**config.mk**
```make
export PLATFORM = sky130hd
export DESIGN_NAME = apb3_bridge_ctrl_flat
export DESIGN_NICKNAME = d
export VERILOG_FILES = /design/src/rtl/apb3_bridge_ctrl_if.sv /design/src/rtl/apb3_bridge_ctrl.sv /design/src/flat_wrapper.sv
export SDC_FILE = /design/constraint.sdc
export NUM_CORES = 1
export LEC_CHECK = 0
export BUFFER_PORTS_ARGS = -buffer_cell sky130_fd_sc_hd__clkbuf_2
export CORE_ASPECT_RATIO = 0.6
export CORE_MARGIN = 1
export CORE_UTILIZATION = 46
export CTS_BUF_LIST = sky130_fd_sc_hd__clkbuf_4 sky130_fd_sc_hd__clkbuf_8 sky130_fd_sc_hd__clkbuf_16
export CTS_CLUSTER_DIAMETER = 120
export CTS_CLUSTER_SIZE = 16
export DETAILED_ROUTE_END_ITERATION = 7
export HOLD_SLACK_MARGIN = 0.15
export PLACE_DENSITY = 0.8
export SYNTH_ARGS = -nofsm -noshare
export SYNTH_HDL_FRONTEND = slang
export SYNTH_SLANG_ARGS = --single-unit
```
**constraint.sdc**
```tcl
create_clock -name hclk -period 2.1 [get_ports hclk]
set_input_delay 0.315 -clock hclk [delete_from_list [all_inputs] [get_ports hclk]]
set_output_delay 0.315 -clock hclk [all_outputs]
set_load 0.005 [all_outputs]
```
**src/rtl/apb3_bridge_ctrl_if.sv**
```systemverilog
// rtl/apb3_bridge_ctrl_if.sv - AHB-side and APB-side signal bundle for the bridge controller
//
// Purpose: groups the qualified AHB transfer inputs, the AHB response outputs and the
//          APB3 master signals of apb3_bridge_ctrl into one bundle.
// Modports:
//   master : bridge view (drives AHB response and APB request, reads AHB request / APB response)
//   slave  : environment view (AHB slave interface regs plus APB slave mux)
// Signals:
//   valid, haddr, hwrite, hwdata        AHB qualified transfer in
//   hreadyout, hresp, hrdata            AHB response out
//   psel, penable, pwrite, paddr, pwdata APB request out
//   prdata, pready, pslverr             APB response in
//   timeout_o                           1-cycle pulse on wait-state timeout abort

interface apb3_bridge_ctrl_if #(
    parameter int ADDR_W     = 32,
    parameter int DATA_W     = 32,
    parameter int NUM_SLAVES = 4
);
    logic                  valid;
    logic [ADDR_W-1:0]     haddr;
    logic                  hwrite;
    logic [DATA_W-1:0]     hwdata;
    logic                  hreadyout;
    logic                  hresp;
    logic [DATA_W-1:0]     hrdata;
    logic [NUM_SLAVES-1:0] psel;
    logic                  penable;
    logic                  pwrite;
    logic [ADDR_W-1:0]     paddr;
    logic [DATA_W-1:0]     pwdata;
    logic [DATA_W-1:0]     prdata;
    logic                  pready;
    logic                  pslverr;
    logic                  timeout_o;

    // The bridge is the APB master, hence "master" is the bridge-side view.
    modport master (
        input  valid, haddr, hwrite, hwdata, prdata, pready, pslverr,
        output hreadyout, hresp, hrdata, psel, penable, pwrite, paddr, pwdata, timeout_o
    );

    modport slave (
        output valid, haddr, hwrite, hwdata, prdata, pready, pslverr,
        input  hreadyout, hresp, hrdata, psel, penable, pwrite, paddr, pwdata, timeout_o
    );
endinterface

```
**src/rtl/apb3_bridge_ctrl.sv**
```systemverilog
// rtl/apb3_bridge_ctrl.sv - AHB-to-APB3 bridge controller with decode, wait states and timeout
//
// Purpose: accepts qualified AHB transfers, decodes a one-hot PSEL, runs APB3 SETUP/ACCESS
//          with PREADY wait states, PSLVERR mapping and a wait-state timeout, and returns the
//          two-cycle AHB ERROR response on decode error, slave error or timeout.
// Ports:
//   hclk     in  clock, single domain
//   hresetn  in  synchronous reset, active-high (name kept from the AHB side)
//   bus      apb3_bridge_ctrl_if.master, all bus signals; every output is registered

module apb3_bridge_ctrl #(
    parameter int ADDR_W     = 32,
    parameter int DATA_W     = 32,
    parameter int NUM_SLAVES = 4,
    parameter int SLV_LSB    = 12,
    parameter int TIMEOUT    = 16,
    parameter int PSLVERR_EN = 1
) (
    input  logic                hclk,
    input  logic                hresetn,
    apb3_bridge_ctrl_if.master  bus
);

    localparam int SEL_W = (NUM_SLAVES > 1) ? $clog2(NUM_SLAVES) : 1;
    localparam int CNT_W = (TIMEOUT > 0) ? $clog2(TIMEOUT + 1) : 1;

    typedef enum logic [2:0] {
        S_IDLE,
        S_WWAIT,
        S_SETUP,
        S_ACCESS,
        S_ERR1,
        S_ERR2
    } state_t;

    state_t                r_state;
    logic [SEL_W-1:0]      r_idx;
    logic [CNT_W-1:0]      r_wait_cnt;
    logic                  r_hreadyout;
    logic                  r_hresp;
    logic [DATA_W-1:0]     r_hrdata;
    logic [NUM_SLAVES-1:0] r_psel;
    logic                  r_penable;
    logic                  r_pwrite;
    logic [ADDR_W-1:0]     r_paddr;
    logic [DATA_W-1:0]     r_pwdata;
    logic                  r_timeout;

    logic [SEL_W-1:0]      w_hidx;
    logic                  w_dec_err;
    logic [NUM_SLAVES-1:0] w_hsel;
    logic [NUM_SLAVES-1:0] w_rsel;
    logic                  w_tmo_hit;
    logic                  w_slv_err;

    always_comb begin
        w_hidx    = bus.haddr[SLV_LSB +: SEL_W];
        // Extra MSB so NUM_SLAVES == 2**SEL_W is representable in the compare.
        w_dec_err = ({1'b0, w_hidx} >= (SEL_W + 1)'(NUM_SLAVES));
        w_hsel    = '0;
        w_rsel    = '0;
        for (int i = 0; i < NUM_SLAVES; i++) begin
            w_hsel[i] = (w_hidx == SEL_W'(i));
            w_rsel[i] = (r_idx == SEL_W'(i));
        end
        // r_wait_cnt holds the number of earlier non-ready ACCESS cycles, so the
        // TIMEOUT-th ACCESS cycle is the one where it equals TIMEOUT-1.
        w_tmo_hit = (TIMEOUT != 0) && (r_wait_cnt == CNT_W'(TIMEOUT - 1));
        w_slv_err = bus.pslverr && (PSLVERR_EN != 0);
    end

    always_ff @(posedge hclk) begin
        if (hresetn) begin
            r_state     <= S_IDLE;
            r_idx       <= '0;
            r_wait_cnt  <= '0;
            r_hreadyout <= 1'b1;
            r_hresp     <= 1'b0;
            r_hrdata    <= '0;
            r_psel      <= '0;
            r_penable   <= 1'b0;
            r_pwrite    <= 1'b0;
            r_paddr     <= '0;
            r_pwdata    <= '0;
            r_timeout   <= 1'b0;
        end else begin
            r_timeout <= 1'b0;
            case (r_state)
                S_IDLE: begin
                    if (bus.valid) begin
                        r_paddr     <= bus.haddr;
                        r_pwrite    <= bus.hwrite;
                        r_idx       <= w_hidx;
                        r_hreadyout <= 1'b0;
                        if (w_dec_err) begin
                            r_hresp <= 1'b1;
                            r_state <= S_ERR1;
                        end else if (bus.hwrite) begin
                            r_state <= S_WWAIT;
                        end else begin
                            // Read skips WWAIT, so select from the live address.
                            r_psel  <= w_hsel;
                            r_state <= S_SETUP;
                        end
                    end
                end
                S_WWAIT: begin
                    r_pwdata <= bus.hwdata;
                    r_psel   <= w_rsel;
                    r_state  <= S_SETUP;
                end
                S_SETUP: begin
                    r_penable  <= 1'b1;
                    r_wait_cnt <= '0;
                    r_state    <= S_ACCESS;
                end
                S_ACCESS: begin
                    if (bus.pready) begin
                        r_psel    <= '0;
                        r_penable <= 1'b0;
                        if (w_slv_err) begin
                            r_hresp <= 1'b1;
                            r_state <= S_ERR1;
                        end else begin
                            r_hreadyout <= 1'b1;
                            if (!r_pwrite) begin
                                r_hrdata <= bus.prdata;
                            end
                            r_state <= S_IDLE;
                        end
                    end else if (w_tmo_hit) begin
                        r_psel    <= '0;
                        r_penable <= 1'b0;
                        r_hresp   <= 1'b1;
                        r_timeout <= 1'b1;
                        r_state   <= S_ERR1;
                    end else if (r_wait_cnt != '1) begin
                        r_wait_cnt <= r_wait_cnt + CNT_W'(1);
                    end
                end
                S_ERR1: begin
                    r_hreadyout <= 1'b1;
                    r_state     <= S_ERR2;
                end
                S_ERR2: begin
                    // valid here belongs to a transfer the master must cancel.
                    r_hresp <= 1'b0;
                    r_state <= S_IDLE;
                end
                default: begin
                    r_state <= S_IDLE;
                end
            endcase
        end
    end

    assign bus.hreadyout = r_hreadyout;
    assign bus.hresp     = r_hresp;
    assign bus.hrdata    = r_hrdata;
    assign bus.psel      = r_psel;
    assign bus.penable   = r_penable;
    assign bus.pwrite    = r_pwrite;
    assign bus.paddr     = r_paddr;
    assign bus.pwdata    = r_pwdata;
    assign bus.timeout_o = r_timeout;

endmodule

```
**src/flat_wrapper.sv**
```systemverilog
// flat-port wrapper written by rule: the top's interface ports become plain ports
module apb3_bridge_ctrl_flat 
#(
    parameter int ADDR_W     = 32,
    parameter int DATA_W     = 32,
    parameter int NUM_SLAVES = 4,
    parameter int SLV_LSB    = 12,
    parameter int TIMEOUT    = 16,
    parameter int PSLVERR_EN = 1
)
  (hclk, hresetn, bus_valid, bus_haddr, bus_hwrite, bus_hwdata, bus_prdata, bus_pready, bus_pslverr, bus_hreadyout, bus_hresp, bus_hrdata, bus_psel, bus_penable, bus_pwrite, bus_paddr, bus_pwdata, bus_timeout_o);
  apb3_bridge_ctrl_if #(.ADDR_W(ADDR_W), .DATA_W(DATA_W), .NUM_SLAVES(NUM_SLAVES)) bus_i ();
  input  logic hclk;
  input  logic hresetn;
  input wire logic [$bits(bus_i.valid)-1:0] bus_valid;
  input wire logic [$bits(bus_i.haddr)-1:0] bus_haddr;
  input wire logic [$bits(bus_i.hwrite)-1:0] bus_hwrite;
  input wire logic [$bits(bus_i.hwdata)-1:0] bus_hwdata;
  input wire logic [$bits(bus_i.prdata)-1:0] bus_prdata;
  input wire logic [$bits(bus_i.pready)-1:0] bus_pready;
  input wire logic [$bits(bus_i.pslverr)-1:0] bus_pslverr;
  output wire logic [$bits(bus_i.hreadyout)-1:0] bus_hreadyout;
  output wire logic [$bits(bus_i.hresp)-1:0] bus_hresp;
  output wire logic [$bits(bus_i.hrdata)-1:0] bus_hrdata;
  output wire logic [$bits(bus_i.psel)-1:0] bus_psel;
  output wire logic [$bits(bus_i.penable)-1:0] bus_penable;
  output wire logic [$bits(bus_i.pwrite)-1:0] bus_pwrite;
  output wire logic [$bits(bus_i.paddr)-1:0] bus_paddr;
  output wire logic [$bits(bus_i.pwdata)-1:0] bus_pwdata;
  output wire logic [$bits(bus_i.timeout_o)-1:0] bus_timeout_o;
  assign bus_i.valid = bus_valid;
  assign bus_i.haddr = bus_haddr;
  assign bus_i.hwrite = bus_hwrite;
  assign bus_i.hwdata = bus_hwdata;
  assign bus_i.prdata = bus_prdata;
  assign bus_i.pready = bus_pready;
  assign bus_i.pslverr = bus_pslverr;
  assign bus_hreadyout = bus_i.hreadyout;
  assign bus_hresp = bus_i.hresp;
  assign bus_hrdata = bus_i.hrdata;
  assign bus_psel = bus_i.psel;
  assign bus_penable = bus_i.penable;
  assign bus_pwrite = bus_i.pwrite;
  assign bus_paddr = bus_i.paddr;
  assign bus_pwdata = bus_i.pwdata;
  assign bus_timeout_o = bus_i.timeout_o;
  apb3_bridge_ctrl #(.ADDR_W(ADDR_W), .DATA_W(DATA_W), .NUM_SLAVES(NUM_SLAVES), .SLV_LSB(SLV_LSB), .TIMEOUT(TIMEOUT), .PSLVERR_EN(PSLVERR_EN)) u_core (.hclk(hclk), .hresetn(hresetn), .bus(bus_i));
endmodule
```
### Yosys cells after proc, flatten, opt, wreduce, memory -nomap -nowiden

Index checks and enable logic that the tools add are counted.

* equality and inequality tests: 22
* mux-type cells: 27
* $add $sub $neg: 1
* reduce and logical (&&, ||, !) cells: 16
* bitwise operators: 3

Operators by type and width (count)
* two-way mux 4 bit: 4
* AND reduction 4 bit: 4
* two-way mux 5 bit: 3
* one-hot mux 3 bit (5 select lines): 1
* two-way mux 3 bit: 4
* != test 2 bit (second input constant): 6
* one-hot mux 4 bit (3 select lines): 1
* one-hot mux 5 bit (2 select lines): 1
* two-way mux 1 bit: 9
* equality test 2 bit (second input constant): 4
* equality test 3 x 2 -> 1 bit (second input constant): 2
* equality test 3 bit (second input constant): 2
* AND reduction 2 bit: 3
* nonzero test 3 bit: 2
* adder 5 x 1 -> 5 bit (second input constant): 1
* equality test 5 x 4 -> 1 bit (second input constant): 1
* != test 5 bit (second input constant): 1
* equality test 2 x 1 -> 1 bit (second input constant): 2
* zero test 2 bit: 2
* one-hot mux 1 bit (2 select lines): 2
* nonzero test 2 bit: 2
* equality test 3 x 1 -> 1 bit (second input constant): 1
* zero test 3 bit: 1
* != test 3 x 2 -> 1 bit (second input constant): 1
* 7 further kinds: 9

* flip-flop bits (word level): 115
* input port bits: 102

### Longest topological paths before layout

* word-level depth: 5
* depth in mapped cells: 7
* gate-level depth less buffers: 7

### Least setup slack after synthesis

Ideal clock, no wire load.

* path type: flip-flop to flip-flop
* start: reg u_core.r_wait_cnt[0]
* end: reg u_core.r_wait_cnt[3]
* period minus slack after synthesis: 1.836 ns
* data arrival time: 1.703 ns
* buffers on the path: 0
* setup slack: 0.264 ns
* cell stages (with the launch flop): 8
* required time: 1.967 ns
* cell sequence: dfxtp_1 > ha_1 > and3_1 > ha_1 > or3_1 > nor3_1 > xnor2_1 > nor3_1

* word-level cells in the longest chain between the ends: 5
* elaborated cells on any way between the ends: 10
* classes of those cells: add/sub: 1; eq/ne: 4; mux: 4; reduce/logical: 1

RTL lines
* from (decl): line apb3_bridge_ctrl.sv:38 `logic [CNT_W-1:0] r_wait_cnt;`
* from (signal assigned): line apb3_bridge_ctrl.sv:138 `r_wait_cnt <= r_wait_cnt + CNT_W'(1);`
* adder 5 x 1 -> 5 bit: line apb3_bridge_ctrl.sv:138
* two-way mux 5 bit: line apb3_bridge_ctrl.sv:137 `end else if (r_wait_cnt != '1) begin`
* two-way mux 5 bit: line apb3_bridge_ctrl.sv:131 `end else if (w_tmo_hit) begin`
* two-way mux 5 bit: line apb3_bridge_ctrl.sv:118 `if (bus.pready) begin`
* one-hot mux 5 bit (2 select lines): line apb3_bridge_ctrl.sv:88 `case (r_state)`

Parallel ways exist; a longest one is shown, timed or not. The select of a mux whose other input is x is not followed.
A chain may end at the register's enable or synchronous reset.

### Final worst setup path

* start: reg u_core.r_wait_cnt[0]
* end: reg u_core.r_state[0]

* word-level cells in the longest chain between the ends: 3

RTL lines
* equality test 5 x 4 -> 1 bit: line apb3_bridge_ctrl.sv:68 `w_tmo_hit = (TIMEOUT != 0) && (r_wait_cnt == CNT_W'(TIMEOUT - 1));`
* named net u_core.w_tmo_hit: line apb3_bridge_ctrl.sv:53 `logic w_tmo_hit;`
* != test 3 x 2 -> 1 bit (no source line)
* AND reduction 2 bit (no source line)
* to (signal assigned): line apb3_bridge_ctrl.sv:74 `r_state <= S_IDLE;`
* to (signal assigned): line apb3_bridge_ctrl.sv:97 `r_state <= S_ERR1;`
* to (signal assigned): line apb3_bridge_ctrl.sv:99 `r_state <= S_WWAIT;`
* to (decl): line apb3_bridge_ctrl.sv:36 `state_t r_state;`

The timed path passes the listed nets, and every way through them passes these cells.

==> impl_metrics.ini <==
[run_status]
status = finished clean

[cells_and_area]
layout-drive-gt1-share_pct = 31.1
antennaDiodeCount = 0
multiInputGateArea_mm2 = 0.00182
fillers = 543
area_growth_pct = 61.5
layout.nets = 923
final_cell_mix = clkbuf_2, nand2_1, dfxtp_1
mostFrequentLayoutCell = clkbuf_2
seqCellArea_mm2 = 0.00226
design_area_mm2 = 0.00684

[clock_tree]
cts_root_buffer = clkbuf_16
clk_latency_ns = 0.40
htree_levels = 4
post_cts_buffers = 0
cts_tree = yes
clock_path_buffers = 2
cts_num_sinks = 113
cts_inserted_buffers = 17
clkTransAtPathRegs_ns = 0.06

[place]
dp_hpwl_mm = 8.11
port_buffers = 206
gp_congestion = 0.818
dp_slack_ns = 0.137
place_area_mm2 = 0.00537

[worst_hold_path]
worstHoldStart = bus_haddr[10]
min_to = u_core.bus.paddr[10]
hold_depth = 3
hold_path_class = primary input to register

[logic_synthesis]
ys_ff_latch = 113
synth_edf_count = 0
synthFlopType = dfxtp_1
netlist_area_mm2 = 0.00424
yosys_warnings = 0
ys_seq_area_share_pct = 53.4
synthCells = 536
syn_avg_cell_area_um2 = 7.91
syn_nets = 642
ys_types = 40
async_flop_share_pct = 0

[critical_path]
crit_slowest_cell = or2_2
max_stage_delay_ns = 0.35
end_kind = register
crit_top_cell = ha_1
critical_path_arrival_ns = 2.27
cp-start-kind = register
crit_fanout = 4
r2r_end = u_core.r_state[0]
r2r_cells = 7
crit_chain = ha_1 > and3_1 > ha_1 > nor2_2 > a22oi_1 > or2_2 > a221oi_1
path_buf_inv = 0
required_ns = 2.40
ff2ff_setup_slack_ns = 0.13
rr_startpoint = u_core.r_wait_cnt[0]
worstSetupPathDepth = 7
path_class = register to register
critPathTopFamily = simple AND/OR/NAND/NOR gates

[die]
die_width_um = 126
start_util_pct = 48.6
ios = 207
core_mm2 = 0.00872
die-area_mm2 = 0.00962
die_h_um = 76.4
num_rows = 26

[pwr]
p_clk_share_pct = 46.2
power_switching_share_pct = 25.4
irDropWorstVdd_v = 0.000809
p_comb_share_pct = 15.7
p_int_w = 0.00469
p_seq_share_pct = 38.1
leakagePower_nw = 3.05
p_switching_w = 0.00160
p_per_area_mw_per_mm2 = 920

[sta]
relSlewSlack_pct = 55.8
tightest_slew_ns = 0.663
post-route-min-period_ns = 1.97
period_share_pct = 93.7
finClkSkew_ns = 0.0131
drv_slew = 0
setup_violations = 0
timing.fmax_ghz = 0.508
setup_slack_ns = 0.132
hold_viol_final = 0

[grt]
track_usage_pct = 31.6
grt_overflow = 0
grt_pass1_vias = 5005
grt_pass1_wl_mm = 23.9
grt_max_degree = 59
antenna_found_initial = 0

[flow_run]
drv_cap = 0

[detailed_routing]
drtIter0Drc = 423
wire_per_inst_um = 15.8
vias_per_cell = 5.28
dr.pass1.iters = 5
drc = 0
route.vias.total = 4978
drtAntennaViolNets = 0
wirelength_mm = 14.9
[Yosys cell counts (all sizes together), types with 2 or more instances]
| cell type | number | area, µm² |
|---|---|---|
| a21oi | 103 | 515 |
| a221oi | 3 | 43.8 |
| a22oi | 2 | 15.0 |
| a31oi | 2 | 12.5 |
| and2 | 2 | 13.8 |
| and3 | 2 | 12.5 |
| buf | 12 | 60.1 |
| clkbuf | 27 | 101 |
| dfxtp | 113 | 2260 |
| ha | 4 | 50.1 |
| inv | 4 | 15.0 |
| mux2i | 2 | 20.0 |
| nand2 | 204 | 766 |
| nand2b | 5 | 31.3 |
| nand3 | 2 | 10.0 |
| nand3b | 2 | 15.0 |
| nor2 | 13 | 48.8 |
| nor3 | 11 | 60.1 |
| nor3b | 3 | 22.5 |
| o21ai | 2 | 10.0 |
| or3 | 2 | 12.5 |
[power groups by stage]
stage	logic (W)	registers (W)	clock network, W
after CTS	0.000939	0.00239	0.00293
after detailed placement	0.000806	0.00243	0
after global routing	0.00109	0.00241	0.00305
after floorplan	0.000442	0.00242	0
after global placement	0.000779	0.00242	0
final	0.000990	0.00240	0.00291
[metrics by stage]
step | util (%) | hold WS [ns] | setup TNS [ns] | power [W] | instances
floorplan | - | 0.451 | 0 | 0.00287 | 536
global route | 78.5 | 0.153 | -0.0726 | 0.00654 | 942
global placement | 61.5 | 0.441 | 0 | 0.00320 | 824
finish | 78.5 | 0.156 | 0 | 0.00629 | 942
detailed placement | 61.5 | 0.446 | 0 | 0.00323 | 824
CTS | 78.3 | 0.153 | 0 | 0.00625 | 942
[registers in the layout, indices dropped and copies added, names as in the netlist]
register / count
u_core.bus.hresp: 1
u_core.r_state: 3
u_core.bus.pwrite: 1
u_core.bus.pwdata: 32
u_core.r_wait_cnt: 5
u_core.bus.timeout_o: 1
u_core.bus.hrdata: 32
u_core.bus.paddr: 31
u_core.bus.penable: 1
u_core.r_idx: 1
u_core.bus.psel: 4
u_core.bus.hreadyout: 1
[cells by family (layout without fill, tap and decap cells)]
group / Yosys count / in the layout / share of synthesized area (%)
muxes: 2 / 2 / 0.472
adders and majority gates: 4 / 4 / 1.18
and+or+nand+nor: 251 / 251 / 24.4
AOI/OAI and AO/OA: 121 / 121 / 16.0
DFF: 113 / 113 / 53.4
buffers and inverters: 43 / 337 / 4.16
xor gates and xnor gates: 2 / 2 / 0.413
[repair_timing]
action                                  in CTS  in global routing
hold buffers                                86                  0
endpoints found under the setup margin       0                  3
resized for setup                            0                  3
endpoints found under the hold margin       86                  0
[cell type report]
cell class	count	share of cell area (%)
Clock buffer	21	6.84
Clock inverter	11	1.99
Inverter	4	0.219
Multi-Input combinational cell	380	26.6
Sequential cell	113	33.1
Tap cell	112	2.05
Timing Repair Buffer	301	29.2
[metal layers]
| metal | track usage (%) | part of all wire [%] |
|---|---|---|
| met1 | 33.7 | 37 |
| met2 | 55.0 | 49 |
| met3 | 9.76 | 8.4 |
| met4 | 19.4 | 5.0 |
| met5 | 0 | 0 |
[worst max path at each step]
stage / slack [ns] / from / end
6_report: 0.13 / u_core.r_wait_cnt[0] / u_core.r_state[0]
5_1_grt: -0.07 / u_core.r_wait_cnt[0] / u_core.r_state[1]
4_1_cts: 0.13 / u_core.r_wait_cnt[0] / u_core.r_wait_cnt[3]
3_5_place_dp: 0.14 / u_core.r_wait_cnt[0] / u_core.r_wait_cnt[3]
3_3_place_gp: 0.20 / u_core.r_wait_cnt[0] / u_core.r_wait_cnt[3]
2_1_floorplan: 0.26 / u_core.r_wait_cnt[0] / u_core.r_wait_cnt[3]
[tightest hold or removal path, cell delays in order]
cell and delay, ns:
clkbuf_2 0.08, nand2_1 0.05, a21oi_1 0.06
(Power assumes the default switching activity.)
